## config.mk

```make
export PLATFORM = sky130hd
export DESIGN_NAME = console_bus_writer
export DESIGN_NICKNAME = d
export VERILOG_FILES = /design/src/rtl/console_bus_writer.sv
export SDC_FILE = /design/constraint.sdc
export NUM_CORES = 1
export LEC_CHECK = 0
export CAP_MARGIN = 20
export CORE_MARGIN = 8
export CORE_UTILIZATION = 55
export CTS_BUF_LIST = sky130_fd_sc_hd__clkbuf_4 sky130_fd_sc_hd__clkbuf_8 sky130_fd_sc_hd__clkbuf_16
export CTS_CLUSTER_SIZE = 14
export DETAILED_ROUTE_END_ITERATION = 10
export PLACE_DENSITY = 0.87
export RECOVER_POWER = 50
export SLEW_MARGIN = 20
export SYNTH_ARGS = -nofsm -noshare
export SYNTH_HDL_FRONTEND = slang
export SYNTH_SLANG_ARGS = --single-unit
export TNS_END_PERCENT = 5
```

## constraint.sdc

```tcl
create_clock -name clk -period 6.7 [get_ports clk]
set_input_delay 0.67 -clock clk [delete_from_list [all_inputs] [get_ports clk]]
set_output_delay 0.67 -clock clk [all_outputs]
set_load 0.02 [all_outputs]
```

## src/rtl/console_bus_writer.sv

```systemverilog
// console_bus_writer
// Turns a character byte stream into word writes to a write-only text-mode
// screenbuffer. It tracks a cursor, writes printable bytes at the cursor and
// interprets CR, BS, LF and FF. Whole-screen and per-line clears are space
// fills. Scrolling is replaced by wrap-to-top with a clear of the new line.
//
// Ports:
//   clk, rst              clock, asynchronous active-high reset
//   in_data/in_valid      character byte stream input
//   in_ready              byte accepted on an edge where in_valid && in_ready
//   addr/wdata/wmask/wen  registered bus write request, held until ack
//   ren                   constant 0 (the screenbuffer is never read)
//   ready                 bus acknowledge; completes a write when wen is high
//   busy                  high whenever the block is not idle
//   cursor_row/cursor_col current cursor position
module console_bus_writer #(
  parameter logic [31:0] SCREENBUFFER_BASE_ADDR = 32'h10000,
  parameter int unsigned COLS                   = 80,
  parameter int unsigned ROWS                   = 30,
  parameter bit          CLEAR_ON_RESET         = 1'b1
) (
  input  logic        clk,
  input  logic        rst,
  input  logic [7:0]  in_data,
  input  logic        in_valid,
  output logic        in_ready,
  output logic [31:0] addr,
  output logic [31:0] wdata,
  output logic [3:0]  wmask,
  output logic        wen,
  output logic        ren,
  input  logic        ready,
  output logic        busy,
  output logic [4:0]  cursor_row,
  output logic [6:0]  cursor_col
);

  localparam int unsigned CNT_W       = 12;
  localparam int unsigned CLEAR_WORDS = ROWS * COLS / 4;
  localparam int unsigned LINE_WORDS  = COLS / 4;
  localparam logic [31:0] SPACES      = 32'h2020_2020;

  localparam logic [7:0] CH_BS = 8'h08;
  localparam logic [7:0] CH_LF = 8'h0A;
  localparam logic [7:0] CH_FF = 8'h0C;
  localparam logic [7:0] CH_CR = 8'h0D;

  typedef enum logic [1:0] {
    CLEAR   = 2'd0,
    IDLE    = 2'd1,
    WRITE   = 2'd2,
    LINECLR = 2'd3
  } state_t;

  localparam state_t RESET_STATE = CLEAR_ON_RESET ? CLEAR : IDLE;

  state_t           state;
  logic [CNT_W-1:0] word_cnt;
  logic [11:0]      idx;
  logic [31:0]      char_addr;
  logic [31:0]      clear_addr;
  logic [31:0]      line_addr;
  logic [4:0]       next_row;
  logic             last_col;

  // Handshake/status decoded straight from the state register.
  assign in_ready = (state == IDLE);
  assign busy     = (state != IDLE);
  assign ren      = 1'b0;

  // Linear character index and the word addresses derived from it.
  assign idx        = 12'(32'(cursor_row) * COLS + 32'(cursor_col));
  assign char_addr  = SCREENBUFFER_BASE_ADDR + {20'd0, idx[11:2], 2'b00};
  assign clear_addr = SCREENBUFFER_BASE_ADDR + {18'd0, word_cnt, 2'b00};
  // COLS is a multiple of 4, so a row starts on a word boundary.
  assign line_addr  = SCREENBUFFER_BASE_ADDR + 32'(cursor_row) * COLS
                      + {18'd0, word_cnt, 2'b00};

  assign next_row = (cursor_row == 5'(ROWS - 1)) ? 5'd0 : cursor_row + 5'd1;
  assign last_col = (cursor_col == 7'(COLS - 1));

  // Cursor, bus request and fill-counter state machine.
  always_ff @(posedge clk or posedge rst) begin
    if (rst) begin
      state      <= RESET_STATE;
      word_cnt   <= '0;
      addr       <= '0;
      wdata      <= '0;
      wmask      <= '0;
      wen        <= 1'b0;
      cursor_row <= '0;
      cursor_col <= '0;
    end else begin
      case (state)
        // Fill loops: present a word while wen is low, so every ack is
        // followed by exactly one idle bus cycle.
        CLEAR: begin
          if (!wen) begin
            wen   <= 1'b1;
            addr  <= clear_addr;
            wdata <= SPACES;
            wmask <= 4'hF;
          end else if (ready) begin
            wen <= 1'b0;
            if (word_cnt == CNT_W'(CLEAR_WORDS - 1)) begin
              word_cnt   <= '0;
              cursor_row <= '0;
              cursor_col <= '0;
              state      <= IDLE;
            end else begin
              word_cnt <= word_cnt + CNT_W'(1);
            end
          end
        end

        LINECLR: begin
          if (!wen) begin
            wen   <= 1'b1;
            addr  <= line_addr;
            wdata <= SPACES;
            wmask <= 4'hF;
          end else if (ready) begin
            wen <= 1'b0;
            if (word_cnt == CNT_W'(LINE_WORDS - 1)) begin
              word_cnt <= '0;
              state    <= IDLE;
            end else begin
              word_cnt <= word_cnt + CNT_W'(1);
            end
          end
        end

        IDLE: begin
          if (in_valid) begin
            case (in_data)
              CH_CR: cursor_col <= '0;
              CH_BS: begin
                if (cursor_col != 7'd0) cursor_col <= cursor_col - 7'd1;
              end
              CH_LF: begin
                cursor_col <= '0;
                cursor_row <= next_row;
                word_cnt   <= '0;
                state      <= LINECLR;
              end
              CH_FF: begin
                cursor_col <= '0;
                cursor_row <= '0;
                word_cnt   <= '0;
                state      <= CLEAR;
              end
              default: begin
                // Byte replicated on all lanes; the mask selects the lane.
                addr  <= char_addr;
                wmask <= 4'b0001 << idx[1:0];
                wdata <= {4{in_data}};
                wen   <= 1'b1;
                state <= WRITE;
              end
            endcase
          end
        end

        WRITE: begin
          if (ready) begin
            wen <= 1'b0;
            if (last_col) begin
              cursor_col <= '0;
              cursor_row <= next_row;
              word_cnt   <= '0;
              state      <= LINECLR;
            end else begin
              cursor_col <= cursor_col + 7'd1;
              state      <= IDLE;
            end
          end
        end

        default: state <= IDLE;
      endcase
    end
  end

endmodule

```

==> key figures, run 1 <==
Synthesis
  – Register area share after synthesis: 32.2%
  – #FFs+latches synth: 53
  – Distinct cells, synth: 63
  – Post-synth top flop: dfrtp_1
  – Ys async rst share: 100%
  – Synth Cell Area: 0.00412 sq mm
  – Gate Count Post-Synth: 485
  – Post-synth EDFFs: 0
  – Yosys warns: 0
  – Syn Area/Cell: 8.49 sq um

Routing
  – Routed WL: 10.6 mm
  – Initial DRC count: 274
  – First-pass DRT Iterations: 7
  – Via count: 3760
  – Routed Antenna Nets: 0
  – Number of vias per cell: 6.01
  – Avg WL per Cell: 16.9 microns
  – Post-route DRC: 0

Place
  – Placed cell count: 618
  – Port Buf Inserts: 76
  – DP HPWL: 7.92 mm
  – Final RePlAce weighted congestion: 0.926
  – Dpl ws: 3.33 ns
  – Placed inst area: 0.00468 sq mm

Clock tree
  – Setup Buffers After CTS: 0
  – CTS H-tree depth: 2
  – Clock Sink Count: 53
  – Clk_lat worst skew: 0.31 ns
  – Root Buffer Master: clkbuf_8
  – Clock buffer count from CTS: 5
  – Worst-path clk slew: 0.09 ns
  – Hold-fix buffers at CTS: 0
  – CTS tree: built
  – Clock tree buffer depth: 2
  – # resized after CTS: 0

Setup path
  – RR Startpoint: cursor_row[1]
  – Crit end category: async pin
  – Worst R2R End: addr[12]
  – CP arrival: 3.30 ns
  – Worst reg-to-reg path cell count: 10
  – WS Path Type: in -> async
  – R2r setup slk: 3.26 ns
  – Critical path data required time: 6.50 ns
  – Crit Path Max Fanout: 53
  – CP startpoint kind: input port

GRT
  – Initial antenna violation count: 0
  – Vias in the first global route: 3652
  – Largest net degree at the start of global routing: 54
  – First-pass GRT wire length: 17.3 mm
  – Grt ovf: 0
  – Total GRT Usage: 20.4%

Timing
  – Clock Skews: 0.0115 ns
  – Final-report hold violation count: 0
  – Pins Over Slew Limit: 54
  – Slew HR: -91.6%
  – RSZ-0062 raised after global routing: no
  – Final worst setup slack: 3.20 ns
  – Fmax: 286 MHz
  – Minimum clock period: 3.50 ns
  – Worst Tran Pin Value: 2.87 ns
  – Fin Setup TNS: 0 ns
  – Crit share post-route: 52.3%
  – # setup viols final: 0

Cells and area
  – Post-route insts no fill: 626
  – Antenna cells: 0
  – Post-route cell area: 0.00480 sq mm
  – Nets@finish: 569
  – Layout cells sized above 1: 4.17%
  – Core Util, Final: 66.2%
  – Area grow syn2layout: 16.5%
  – FILL cells: 601

Min path
  – Hold EP: addr[16]
  – Hold Path Stages: 1
  – Hold Crit Class: reg -> reg
  – Hold path start: addr[16]

Floorplanning
  – DIE WIDTH: 103 microns
  – Starting Density: 56.8%
  – Die Footprint: 0.0105 sq mm
  – Num rows: 31
  – Die Ht: 103 microns
  – Core Box Area: 0.00725 sq mm
  – Ports: 96

Power and ir drop
  – Peak supply drop: 0.000233 V
  – Cell Pwr Density: 407 mW/mm^2
  – Static leakage: 2.11 nW

Status
  – Status: finished, violations left
  – Failing checks: capacitance limit, slew limit

Flow run
  – Number of max-cap violations: 1
-- registers in the layout, indices dropped and copies added (netlist names) --
name,count
word_cnt,12
addr,14
state,2
wdata,8
wmask,4
wen,1
cursor_col,7
cursor_row,5
-- worst max-delay path, stage by stage --
cell and delay, ns:
dlygate4sd3_1 0.54, clkinv_1 0.04, clkbuf_1 2.03
-- how the worst max path moves through the flow --
stage	startpoint	endpoint	slack (ns)	cells past startpoint
3_3_place_gp	cursor_row[1]	addr[12]	3.36	10
3_5_place_dp	cursor_row[1]	addr[12]	3.33	10
2_1_floorplan	cursor_row[1]	addr[12]	3.43	10
4_1_cts	cursor_row[1]	addr[12]	3.30	10
6_report	rst	addr[8]	3.20	3
5_1_grt	rst	addr[8]	2.45	3
-- metal layers --
metal  up-vias  GRT usage (%)  share of wire, %
li1       1777              -                 -
met1      1805           25.8                43
met2       162           34.2                48
met3        16           3.11               7.2
met4         0           8.13               1.7
met5         -              0                 0
-- metrics by stage --
stage                     hold WS, ns  power (mW)
after CTS                       0.480        1.99
final                           0.470        1.96
after detailed placement        0.456        1.75
after floorplan                 0.479        1.38
after global routing            0.489        2.11
after global placement          0.454        1.71
-- layout by cell type, fill, tap and decap left out, types with 3 or more instances in the layout --
| cell | Yosys | final |
|---|---|---|
| nor2b_1 | 9 | 9 |
| xnor2_1 | 4 | 4 |
| nor3_1 | 6 | 6 |
| o21ai_0 | 49 | 49 |
| a211oi_1 | 3 | 3 |
| nand3_1 | 19 | 19 |
| clkdlybuf4s50_1 | 0 | 43 |
| nand2b_1 | 9 | 9 |
| fa_1 | 3 | 3 |
| and2_1 | 3 | 3 |
| o41ai_2 | 3 | 3 |
| a22oi_1 | 10 | 10 |
| nand4_1 | 7 | 7 |
| or4_1 | 3 | 3 |
| a21o_1 | 7 | 7 |
| nor2_1 | 33 | 33 |
| and3_1 | 3 | 3 |
| ha_1 | 28 | 28 |
| o31ai_1 | 11 | 11 |
| inv_1 | 17 | 16 |
| a21oi_1 | 16 | 15 |
| conb_1 | 1 | 19 |
| xor2_1 | 10 | 10 |
| dlygate4sd3_1 | 0 | 33 |
| o2bb2ai_1 | 3 | 3 |
| nand3b_1 | 3 | 3 |
| nand2_1 | 52 | 52 |
| a31oi_1 | 12 | 12 |
| dfrtp_1 | 53 | 53 |
| o211ai_1 | 4 | 4 |
| clkbuf_8 | 0 | 6 |
-- cell usage after synthesis (3+ instances only) --
master | count | area, sq um
dfrtp_1 | 53 | 1330
nand2_1 | 52 | 195
o21ai_0 | 49 | 245
buf_4 | 45 | 338
nor2_1 | 33 | 124
ha_1 | 28 | 350
nand3_1 | 19 | 95.1
inv_1 | 17 | 63.8
a21oi_1 | 16 | 80.1
clkbuf_1 | 16 | 60.1
a31oi_1 | 12 | 75.1
o31ai_1 | 11 | 82.6
a22oi_1 | 10 | 75.1
xor2_1 | 10 | 87.6
nand2b_1 | 9 | 56.3
nor2b_1 | 9 | 56.3
a21o_1 | 7 | 52.6
nand4_1 | 7 | 43.8
nor3_1 | 6 | 30.0
o211ai_1 | 4 | 30.0
xnor2_1 | 4 | 35.0
a211oi_1 | 3 | 22.5
and2_1 | 3 | 18.8
and3_1 | 3 | 18.8
fa_1 | 3 | 60.1
nand3b_1 | 3 | 22.5
o2bb2ai_1 | 3 | 26.3
o41ai_2 | 3 | 48.8
or4_1 | 3 | 22.5
-- report_power, final --
| group | leakage (nW) | internal (mW) | switching [mW] | total (mW) |
|---|---|---|---|---|
| clock | 0.0619 | 0.126 | 0.106 | 0.232 |
| sequential | 0.683 | 0.424 | 0.125 | 0.549 |
| combinational | 1.37 | 0.451 | 0.724 | 1.18 |
| total | 2.11 | 1.00 | 0.955 | 1.96 |
-- layout make-up --
cell class | instances | area [sq um] | share of cell area, %
multi-input cells | 369 | 2380 | 49.6
flip-flops and latches | 53 | 1330 | 27.6
inverters | 18 | 67.6 | 1.41
well taps | 99 | 124 | 2.58
repair buffers | 79 | 779 | 16.2
clock buffers | 7 | 90.1 | 1.88
clock inverters | 1 | 30.0 | 0.626
-- cell families after synthesis --
| family | Yosys count | synth area share, % |
|---|---|---|
| buffers and inverters | 81 | 11.7 |
| adder cells (fa/ha/maj) | 31 | 9.96 |
| other | 1 | 0.0910 |
| XOR/XNOR | 14 | 2.98 |
| AND/OR/NAND/NOR | 161 | 19.1 |
| flip-flops | 53 | 32.2 |
| AO/OA/AOI/OAI | 142 | 23.5 |
| multiplexers | 2 | 0.486 |
Power figures use the tool's default switching activity.
==> inputs of run 2 (changes only) <==
--- a/config.mk
+++ b/config.mk
@@ -7,11 +7,11 @@
 export LEC_CHECK = 0
 export CAP_MARGIN = 20
 export CORE_MARGIN = 8
-export CORE_UTILIZATION = 55
+export CORE_UTILIZATION = 51
 export CTS_BUF_LIST = sky130_fd_sc_hd__clkbuf_4 sky130_fd_sc_hd__clkbuf_8 sky130_fd_sc_hd__clkbuf_16
 export CTS_CLUSTER_SIZE = 14
 export DETAILED_ROUTE_END_ITERATION = 10
-export PLACE_DENSITY = 0.87
+export PLACE_DENSITY = 0.81
 export RECOVER_POWER = 50
 export SLEW_MARGIN = 20
 export SYNTH_ARGS = -nofsm -noshare
==> constraint.sdc (replaced) <==
create_clock -name clk -period 3.3 [get_ports clk]
set_input_delay 0.33 -clock clk [delete_from_list [all_inputs] [get_ports clk]]
set_output_delay 0.33 -clock clk [all_outputs]
set_load 0.02 [all_outputs]
==> run 2 against run 1 <==
  * The run now ends clean
  * Final cell count rose by 3.4%
  * Utilization is 2.4 points lower
  * Design area is 3.2% higher
  * Clock skew shrank 0.0030 ns
  * Largest cell class unchanged
  * Via count about the same
  * Clock power is 100% higher
  * Combinational power increased by 110%
  * Total power increased by 110%
  * Largest power group unchanged
  * Setup slack lost 3.0 ns
  * Global-route usage is 1.3 points lower
  * Register-to-register slack worse by 3.1 ns
  * Critical path depth grew 10
==> key figures, run 2 (same netlist as run 1, synthesis figures left out) <==
Floorplanning
  – Core Box Area: 0.00777 sq mm (+7.1%)
  – Die Footprint: 0.0112 sq mm (+6.6%)
  – Ports: 96 (unchanged)
  – Num rows: 32 (+3.2%)
  – Die Ht: 106 microns (+3.2%)
  – Starting Density: 53.0% (-3.8 points)
  – DIE WIDTH: 106 microns (+3.2%)

Timing
  – Worst hold margin: 0.474 ns (+0.00437 ns)
  – Worst Tran Pin Value: 0.880 ns (-1.99 ns)
  – Pins Over Slew Limit: 0 (-100%)
  – RSZ-0062 raised after global routing: no
  – Crit share post-route: 94.1%
  – Slew HR: 41.3% (+130 points)
  – Fin Setup TNS: 0 ns (unchanged)
  – Clock Skews: 0.00841 ns (-0.00304 ns)
  – Final-report hold violation count: 0 (unchanged)
  – Minimum clock period: 3.10 ns
  – Fmax: 322 MHz
  – # setup viols final: 0 (unchanged)

Routing
  – Initial DRC count: 277 (+1.1%)
  – Via count: 3761 (+0.027%)
  – First-pass DRT Iterations: 5 (-2)
  – Post-route DRC: 0 (unchanged)
  – Avg WL per Cell: 16.4 microns (-2.7%)
  – Number of vias per cell: 5.81 (-3.2%)
  – Routed Antenna Nets: 0 (unchanged)
  – Routed WL: 10.6 mm (+0.54%)

GRT
  – Largest net degree at the start of global routing: 37 (-31%)
  – Vias in the first global route: 3743 (+2.5%)
  – GRT busiest layer: met2
  – Grt ovf: 0 (unchanged)
  – Met3 Resource Use GR: 4.02% (+0.91 points)
  – Routing usage on met2: 32.1% (-2.1 points)
  – GRT met1 Usage: 23.6% (-2.2 points)
  – First-pass GRT wire length: 18.1 mm (+4.9%)
  – Initial antenna violation count: 0 (unchanged)
  – Total GRT Usage: 19.2% (-1.3 points)

Flow run
  – Number of max-cap violations: 0 (-1)

Cells and area
  – Commonest cells after routing, fill and taps aside: dfrtp_1, nand2_1, o21ai_0
  – Antenna cells: 0 (unchanged)
  – Max reg flops: 14 (unchanged)
  – Area grow syn2layout: 20.3%
  – Most common cell after layout, fill and taps aside: dfrtp_1
  – Core Util, Final: 63.8% (-2.4 points)
  – Nets@finish: 587 (+3.2%)
  – Largest Register: addr
  – FILL cells: 673 (+12%)
  – Layout cells sized above 1: 8.07% (+3.9 points)
  – Largest regs: addr x14, word_cnt x12, wdata x8

Clock tree
  – Hold-fix buffers at CTS: 0 (unchanged)
  – Clock tree buffer depth: 2 (unchanged)
  – CTS H-tree depth: 2 (unchanged)
  – CTS tree: built
  – Clk_lat worst skew: 0.31 ns (about the same)
  – Worst-path clk slew: 0.10 ns (about the same)
  – Clock Sink Count: 53 (unchanged)
  – Root Buffer Master: clkbuf_8
  – Clock buffer count from CTS: 5 (unchanged)

Setup path
  – CP arrival: 3.30 ns (about the same)
  – WS Path Type: reg -> reg
  – CP startpoint kind: flip-flop
  – Crit end category: flip-flop
  – Max incr delay on CP: 0.41 ns (-1.62 ns)
  – Crit Path Max Fanout: 7 (-87%)
  – CP max stage cell: dfrtp_1
  – Crit-path leading delay family: adder cells
  – Critical path data required time: 3.50 ns (-3.00 ns)
  – Crit-path cells: ha_1, ha_1, a21o_1, a21oi_1, xor2_1, inv_1, ha_2, nand4_1, a21oi_1, and3b_1, o211a_1, o21ai_1, a31oi_1
  – CP Buf/Inv Count: 1 (-2)

Place
  – Port Buf Inserts: 76 (unchanged)
  – DP HPWL: 8.28 mm (+4.5%)
  – Final RePlAce weighted congestion: 0.920 (-0.70%)

Power and ir drop
  – Psw: 1.97 mW (+110%)
  – Overall power: 4.07 mW (+110%)
  – Comb power frac: 61.9% (+1.8 points)
  – Clock power share: 11.5% (-0.4 points)
  – Sequential power share: 26.6% (-1.5 points)
  – Sw Ratio: 48.4% (-0.43 points)
  – Cell Pwr Density: 821 mW/mm^2 (+100%)
  – Static leakage: 2.20 nW (+3.9%)
  – Int Power: 2.10 mW (+110%)
  – Peak supply drop: 0.000464 V (+99%)

Status
  – Status: complete, no violations

Min path
  – Hold Crit Class: reg -> reg
-- run 2: per-layer routing --
metal	vias up	part of all wire (%)
met5	-	0
met2	151	48
li1	1806	-
met1	1793	43
met4	0	1.6
met3	11	7.5
-- run 2: layout make-up --
cell class              count  area, sq um  area share (%)
inverters                  18         67.6            1.36
repair buffers             97          916            18.5
clock buffers               6         82.6            1.67
well taps                 102          128            2.58
multi-input cells         369         2400            48.4
flip-flops and latches     53         1330            26.8
clock inverters             2         37.5           0.758
-- run 2: per-stage QoR --
stage               cells  worst slack (ns)  instance area, sq um
floorplan             503            0.0274                  4190
global placement      638             0.214                  4810
detailed placement    638            0.0789                  4810
CTS                   646            0.0770                  4930
global route          647            0.0247                  4950
finish                647             0.196                  4950
-- run 2: path summary, 6_finish.rpt --
kind,to,slack [ns],cells past startpoint,start
worst max-delay path,addr[13],0.20,13,cursor_row[2]
worst min-delay path,addr[16],0.47,1,addr[16]
worst max register to register,addr[13],0.20,13,cursor_row[2]
worst min register to register,addr[16],0.47,1,addr[16]
max in group asynchronous,word_cnt[3],1.46,3,rst
min in group asynchronous,wdata[27],0.54,2,rst
-- run 2: worst register-to-register path: cells and delay by family (launching register included) --
kind / cells / cell delay (ns)
buf+inv: 1 / 0.07
fa+ha+maj: 3 / 1.03
compound gates: 6 / 0.93
flops: 1 / 0.41
xor+xnor: 1 / 0.23
simple gates: 2 / 0.32
-- run 2: what timing repair did --
item                                    4_1_cts  5_1_grt
gates resized for setup                       0        5
endpoints found under the hold margin         0        0
buffers inserted                              0        1
endpoints found under the setup margin        0        2
-- run 2: power by group through the flow --
stage               clock network (mW)  registers, mW  logic, mW
floorplan                            0           1.25       1.55
global placement                     0           1.09       2.49
detailed placement                   0           1.10       2.55
CTS                              0.480           1.09       2.56
global route                     0.511           1.12       2.75
finish                           0.469           1.08       2.52
==> inputs of run 3 (changes only) <==
--- a/config.mk
+++ b/config.mk
@@ -13,6 +13,7 @@
 export DETAILED_ROUTE_END_ITERATION = 10
 export PLACE_DENSITY = 0.81
 export RECOVER_POWER = 50
+export SETUP_SLACK_MARGIN = 0.5
 export SLEW_MARGIN = 20
 export SYNTH_ARGS = -nofsm -noshare
 export SYNTH_HDL_FRONTEND = slang
==> run 3 against run 2 <==
  * Die area unchanged
  * Hold slack better by 0.00067 ns
  * Register-to-register slack better by 0.22 ns
  * Sequential share of layout area down 0.97 points
  * Non-clock buffer count up 6
  * Combinational power about the same
  * Global-route usage up 0.77 points
  * Critical path depth unchanged
  * Final cell count up 0.93%
  * Total power up 0.97%
  * Largest cell class unchanged
==> key figures, run 3 (same netlist as run 1, synthesis figures left out) <==
Floorplanning
  – DIE WIDTH: 106 microns (unchanged)
  – Ports: 96 (unchanged)
  – Num rows: 32 (unchanged)
  – Core Box Area: 0.00777 sq mm (unchanged)
  – Starting Density: 53.0% (unchanged)
  – Die Ht: 106 microns (unchanged)
  – Die Footprint: 0.0112 sq mm (unchanged)

Setup path
  – WS Path Type: reg -> reg
  – Crit end category: flip-flop
  – Worst reg-to-reg path cell count: 13 (unchanged)
  – CP startpoint kind: flip-flop
  – CP arrival: 3.05 ns (-0.25 ns)
  – Critical path data required time: 3.47 ns (-0.03 ns)
  – Beginning of the critical path: cursor_row[2]
  – Crit Path Max Fanout: 3 (-4)
  – RR Startpoint: cursor_row[2]

Routing
  – Routed Antenna Nets: 0 (unchanged)
  – Metal2 WL: 5.36 mm (+6.1%)
  – Highest metal used: met4
  – Post-route DRC: 0 (unchanged)
  – Routed WL: 11.4 mm (+6.9%)
  – Initial DRC count: 268 (-3.2%)
  – Avg WL per Cell: 17.4 microns (+5.9%)
  – First-pass DRT Iterations: 4 (-1)
  – Met3 wire len: 771 microns (-3.4%)
  – Via count: 3828 (+1.8%)
  – Number of vias per cell: 5.86 (+0.85%)
  – M1 WL: 4.91 mm (+6.4%)

Clock tree
  – Clock buffer count from CTS: 5 (unchanged)
  – CTS tree: built
  – Root Buffer Master: clkbuf_8
  – Clk_lat worst skew: 0.31 ns (about the same)
  – Clock tree buffer depth: 2 (unchanged)
  – CTS H-tree depth: 2 (unchanged)
  – Clock Sink Count: 53 (unchanged)
  – Hold-fix buffers at CTS: 0 (unchanged)
  – Worst-path clk slew: 0.10 ns (about the same)

Place
  – Final RePlAce weighted congestion: 0.910 (-1.0%)
  – Port Buf Inserts: 76 (unchanged)
  – Placed cell count: 631 (-1.1%)
  – DP HPWL: 8.43 mm (+1.8%)

Timing
  – Crit share post-route: 87.4% (-6.6 points)
  – Fin Setup TNS: 0 ns (unchanged)
  – RSZ-0062 raised after global routing: yes
  – Worst Tran Pin Value: 1.26 ns (+0.381 ns)
  – Minimum clock period: 2.89 ns (-0.219 ns)
  – # setup viols final: 0 (unchanged)
  – Slew HR: 15.9% (-25 points)
  – Fmax: 347 MHz (+7.6%)
  – Clock Skews: 0.0115 ns (+0.00304 ns)
  – Pins Over Slew Limit: 0 (unchanged)
  – Final-report hold violation count: 0 (unchanged)

Cells and area
  – Core Util, Final: 66.5% (+2.7 points)
  – Layout cells sized above 1: 12.7% (+4.6 points)
  – Max reg flops: 14 (unchanged)
  – Area grow syn2layout: 25.4%
  – Post-route insts no fill: 653 (+0.93%)
  – FILL cells: 619 (-8.0%)
  – Antenna cells: 0 (unchanged)
  – Largest Register: addr
  – Largest regs: addr x14, word_cnt x12, wdata x8
  – Commonest cells after routing, fill and taps aside: nand2_1, dfrtp_1, o21ai_0
  – Nets@finish: 593 (+1.0%)
  – Most common cell after layout, fill and taps aside: nand2_1

GRT
  – Grt ovf: 0 (unchanged)
  – Largest net degree at the start of global routing: 31 (-16%)
  – Total GRT Usage: 20.0% (+0.77 points)
  – Vias in the first global route: 3858 (+3.1%)
  – Initial antenna violation count: 0 (unchanged)
  – First-pass GRT wire length: 18.7 mm (+3.2%)

Flow run
  – Number of max-cap violations: 0 (unchanged)

Status
  – Status: complete, no violations

Power and ir drop
  – Static leakage: 2.22 nW (+0.89%)
  – Peak supply drop: 0.000337 V (-28%)
  – Cell Pwr Density: 795 mW/mm^2 (-3.2%)

Min path
  – Hold Crit Class: reg -> reg
  – Hold Path Stages: 1 (unchanged)
  – Hold path start: addr[16]
-- run 3: cell types whose count changed in the layout (fill, tap and decap cells not counted), moves of 2 or more --
cell,change
buf_4,+6
dfrtp_1,-5
dfrtp_2,+5
ha_1,-7
ha_4,+7
o21ai_0,-2
xor2_1,-2
-- run 3: cell type report --
class                           instances  area (sq um)  area share, %
Multi-Input combinational cell        369          2560           49.5
Sequential cell                        53          1330           25.8
Timing Repair Buffer                  103           960           18.6
Tap cell                              102           128           2.47
Clock buffer                            7          90.1           1.74
Inverter                               18          67.6           1.31
Clock inverter                          1          30.0          0.581
-- run 3: final timing paths --
check	to	slack, ns
worst min register to register	addr[16]	0.47
worst max register to register	addr[13]	0.41
worst min-delay path	addr[16]	0.47
min in group asynchronous	word_cnt[7]	0.76
worst max-delay path	addr[13]	0.41
max in group asynchronous	cursor_col[2]	0.83
-- run 3: power by group --
group | internal (mW) | switching, mW | total (mW)
logic | 1.00 | 1.52 | 2.53
clock network | 0.256 | 0.218 | 0.474
registers | 0.862 | 0.241 | 1.10
-- run 3: layer usage --
| layer | GRT usage, % | up-vias |
|---|---|---|
| met5 | 0 | - |
| met3 | 3.47 | 29 |
| met4 | 7.84 | 0 |
| met1 | 24.1 | 1816 |
| met2 | 34.4 | 175 |
| li1 | - | 1808 |
-- run 3: worst max-delay path, cell delays in order (launching register included) --
cell     delay, ns
dfrtp_2       0.44
ha_4          0.29
ha_4          0.19
a21o_1        0.15
a21oi_2       0.17
xor2_2        0.21
inv_2         0.07
ha_4          0.28
nand4_1       0.11
a21oi_1       0.16
and3b_2       0.25
o211a_1       0.20
o21ai_1       0.12
a31oi_1       0.09
-- run 3: per-stage QoR --
| step | power [mW] | area, sq um | setup slack [ns] | hold slack [ns] |
|---|---|---|---|---|
| floorplan | 2.82 | 4290 | 0.433 | 0.439 |
| CTS | 4.16 | 5170 | 0.467 | 0.443 |
| detailed placement | 3.66 | 4860 | 0.174 | 0.465 |
| finish | 4.11 | 5160 | 0.415 | 0.475 |
| global placement | 3.58 | 4860 | 0.335 | 0.458 |
| global route | 4.43 | 5160 | 0.336 | 0.512 |
-- run 3: what timing repair did --
action,4_1_cts,5_1_grt
resized for setup,11,2
pin swaps,14,3
buffers inserted,14,0
endpoints found under the setup margin,3,10
==> variant 1 (flow settings as in run 2) <==
Compare `word_cnt` against `CNT_W'(LINE_WORDS - 1)` with >= in place of ==.
--- a/src/rtl/console_bus_writer.sv
+++ b/src/rtl/console_bus_writer.sv
@@ -121,7 +121,7 @@
             wmask <= 4'hF;
           end else if (ready) begin
             wen <= 1'b0;
-            if (word_cnt == CNT_W'(LINE_WORDS - 1)) begin
+            if (word_cnt >= CNT_W'(LINE_WORDS - 1)) begin
               word_cnt <= '0;
               state    <= IDLE;
             end else begin
Formal check against the unedited RTL: same outputs for any inputs over 4 cycles, from zero or initial values and one cycle with rst high; that may be too few to reach the edited logic, so the function may still have changed.
==> variant 1 against run 2 <==
  * Wire length is 5.3% higher
  * Cell area grew 2.7%
  * Fmax down 1.7%
  * Synthesized area rose by 5.2%
  * Worst hold slack worse by 0.0029 ns
  * Power rose by 6.3%
  * Sequential cell count stayed put
  * Worst setup slack worse by 0.054 ns
  * Critical endpoint is now addr[12]
  * Largest power group unchanged
==> variant 1: results <==
run_status:
  status: "completed"
synth:
  synth_xor_area_share_pct: 3.15
  synthTopCellsByArea: "dfrtp_1, ha_1, buf_4"
  synthMuxAreaShare_pct: 3.64
  synth_compound_area_share_pct: 21.7
  netlist_instances: 501
  synth-adder-area-share_pct: 9.47
  ys_top_cells_by_count: "dfrtp_1, nand2_1, buf_4"
  ys_types: 73
  yosysSeqAreaShare_pct: 30.6
global_routing:
  grt_pass1_wl_um: 18100
  grt_max_degree: 36
  grt_use_met2_pct: 31.1
  grt.met3_usage_pct: 4.05
  grt_pass1_vias: 3760
  grtUsageMet1_pct: 23.2
  grt.total_usage_pct: 18.7
detailed_routing:
  wl_met2_um: 5270
  wirelength_met1_um: 4710
  vias: 3901
  wl_per_cell_um: 17.0
  first_iter_violations: 249
  met3_length_um: 992
critical_path:
  worstSetupStartpoint: "cursor_row[1]"
  critPathMaxFanout: 3
  cpPeakStageDelay_ns: 0.65
  critPathSlowestCell: "or4b_2"
  worstReg2RegEnd: "addr[12]"
  arrival_ns: 3.42
finish:
  drive_gt1_share_pct: 7.97
  nets: 594
  fill_cells: 712
  final_area_mm2: 0.00508
timing:
  max_slew_margin_pct: 41.1
  setup_ws_ns: 0.141
place:
  dpl.cell_count: 649
  globalplace.congestion: 0.906
pwr:
  p_leak_nw: 2.28
  vdd_ir_drop_max_uv: 371
==> variant 1: changes by cell type in the layout (fill, tap and decap cells not counted), moves of 6 or more <==
| cell | delta |
|---|---|
| mux2i_1 | +7 |
| buf_4 | -7 |
| nand2b_1 | +6 |
| o21ai_0 | -21 |
| nand2_1 | -7 |
==> variant 1: worst min path at each step <==
stage	start	to	slack (ns)
finish	addr[16]	addr[16]	0.47
global route	addr[16]	addr[16]	0.50
CTS	rst	wdata[25]	0.32
detailed placement	addr[16]	addr[16]	0.45
global placement	addr[16]	addr[16]	0.45
floorplan	in_data[7]	wdata[23]	0.47
==> variant 1: area by class of cell <==
| class | count | share of cell area, % |
|---|---|---|
| flip-flops and latches | 53 | 26.1 |
| inverters | 23 | 1.70 |
| well taps | 105 | 2.58 |
| clock inverters | 2 | 0.271 |
| repair buffers | 90 | 17.0 |
| multi-input cells | 378 | 50.8 |
| clock buffers | 6 | 1.62 |
==> variant 1: timing repair <==
item | in CTS | in global routing
gates resized for setup | 0 | 1
buffers inserted | 0 | 0
hold endpoints to repair | 0 | 0
endpoints found under the setup margin | 0 | 1
hold buffers | 0 | 0
==> variant 1: report_power, final <==
group	total (mW)	internal, mW	switching, mW	leakage, nW
Sequential	1.07	0.860	0.212	0.685
Clock	0.394	0.171	0.223	0.0512
Combinational	2.86	1.15	1.71	1.54
==> variant 1: cells by family after synthesis <==
| group | Yosys count |
|---|---|
| AO/OA/AOI/OAI | 133 |
| flip-flops | 53 |
| other | 1 |
| adder cells (fa/ha/maj) | 31 |
| AND/OR/NAND/NOR | 166 |
| buffers and inverters | 88 |
| multiplexers | 15 |
| XOR/XNOR | 14 |
==> variant 2 (settings of run 2) <==
Made on the original files. Set the localparam `CNT_W` to 6 (it was 12).
--- a/src/rtl/console_bus_writer.sv
+++ b/src/rtl/console_bus_writer.sv
@@ -35,7 +35,7 @@
   output logic [6:0]  cursor_col
 );
 
-  localparam int unsigned CNT_W       = 12;
+  localparam int unsigned CNT_W       = 6;
   localparam int unsigned CLEAR_WORDS = ROWS * COLS / 4;
   localparam int unsigned LINE_WORDS  = COLS / 4;
   localparam logic [31:0] SPACES      = 32'h2020_2020;
Behaviour: same outputs for any inputs over 4 cycles, from zero or initial values and one cycle with rst high; that may be too few to reach the edited logic, so the function may still have changed.
==> variant 2 against run 2 <==
  * Cell count fell by 13%
  * Core utilization fell by 2.8 points
  * First-iteration DRC count rose by 44%
  * Wire length fell by 12%
  * Power fell by 2.3%
  * Sequential cell count fell by 8
  * Fmax rose by 8.7%
  * Synthesized cell count fell by 12%
  * Non-clock buffer count fell by 18
  * Critical endpoint is now addr[9]
  * Synthesized area fell by 11%
  * Critical path type unchanged
  * Worst setup slack improved by 0.25 ns
  * Cell area fell by 13%
==> variant 2: results <==
run_status:
  status: "completed"
critical_path:
  critPathMaxFanout: 10
  worstReg2RegEnd: "addr[9]"
  r2r_start: "cursor_row[1]"
  reg2reg_depth: 9
finish:
  nets: 504
  multi_input_comb_cells: 313
  layout.nonclk_buf_share_pct: 17.9
  clk_share_pct: 2.78
  final-seq-area_mm2: 0.00113
global_routing:
  grt_pass1_wl_um: 15300
  grt.met3_usage_pct: 3.18
  grt_max_degree: 43
  grt_use_met2_pct: 29.5
clocking:
  clock_sinks: 45
timing:
  skew_ns: 0.00193
  holdWs_ns: 0.460
  tightest_slew_ns: 1.10
synth:
  yosysSeqAreaShare_pct: 30.8
  netlist_instances: 425
  synthTopCellsByArea: "dfrtp_1, buf_4, ha_1"
  ys_top_cells_by_count: "buf_4, dfrtp_1, nand2_1"
  ys_types: 65
place:
  place_ws_ns: 0.448
  hpwl_um: 7070
  dpl.cell_count: 557
detailed_routing:
  wl_per_cell_um: 16.6
  vias: 3236
  first_iter_violations: 400
pwr:
  intPower_mw: 2.03
## variant 2: changes by cell type after synthesis, moves of 5 or more
cell / delta
dfrtp_1: -8
nand2_1: -15
o22ai_1: +5
o21ai_1: +19
nor2_1: -10
a21oi_1: +10
nand3_1: -6
xor2_1: -6
o21ai_0: -44
## variant 2: cells by family (layout without fill, tap and decap cells)
family | Yosys count | count (layout) | synth area share, %
simple gates | 123 | 123 | 17.8
compound gates | 124 | 124 | 23.1
xor+xnor | 12 | 12 | 2.88
fa+ha+maj | 27 | 27 | 9.87
mux | 6 | 6 | 1.82
other cells | 1 | 21 | 0.103
flops | 45 | 45 | 30.8
buf+inv | 87 | 108 | 13.6
## variant 2: routing by layer
layer,routed length [µm],share of wire [%],vias up
met2,4270,46,155
met3,832,8.9,13
met4,139,1.5,0
li1,-,-,1547
met5,0,0,-
met1,4130,44,1521
## variant 2: worst min path at each step
stage | startpoint | endpoint
after detailed placement | addr[16] | addr[16]
after global placement | addr[16] | addr[16]
after global routing | addr[16] | addr[16]
after floorplan | in_data[7] | wdata[23]
final | addr[16] | addr[16]
after CTS | rst | addr[5]
## variant 2: critical path: stages (launching register included)
cell and delay [ns]:
dfrtp_1 0.53, ha_1 0.37, ha_1 0.17, inv_1 0.06, fa_1 0.63, and3b_1 0.21, a221o_1 0.36, xnor2_1 0.14
a22oi_1 0.19, a21oi_1 0.08
## variant 2: power groups by stage
stage	clock, mW	combinational [mW]	sequential (mW)
finish	0.447	2.55	0.974
global route	0.476	2.77	1.01
CTS	0.453	2.60	0.981
detailed placement	0	2.58	0.994
global placement	0	2.55	0.984
floorplan	0	1.67	1.11
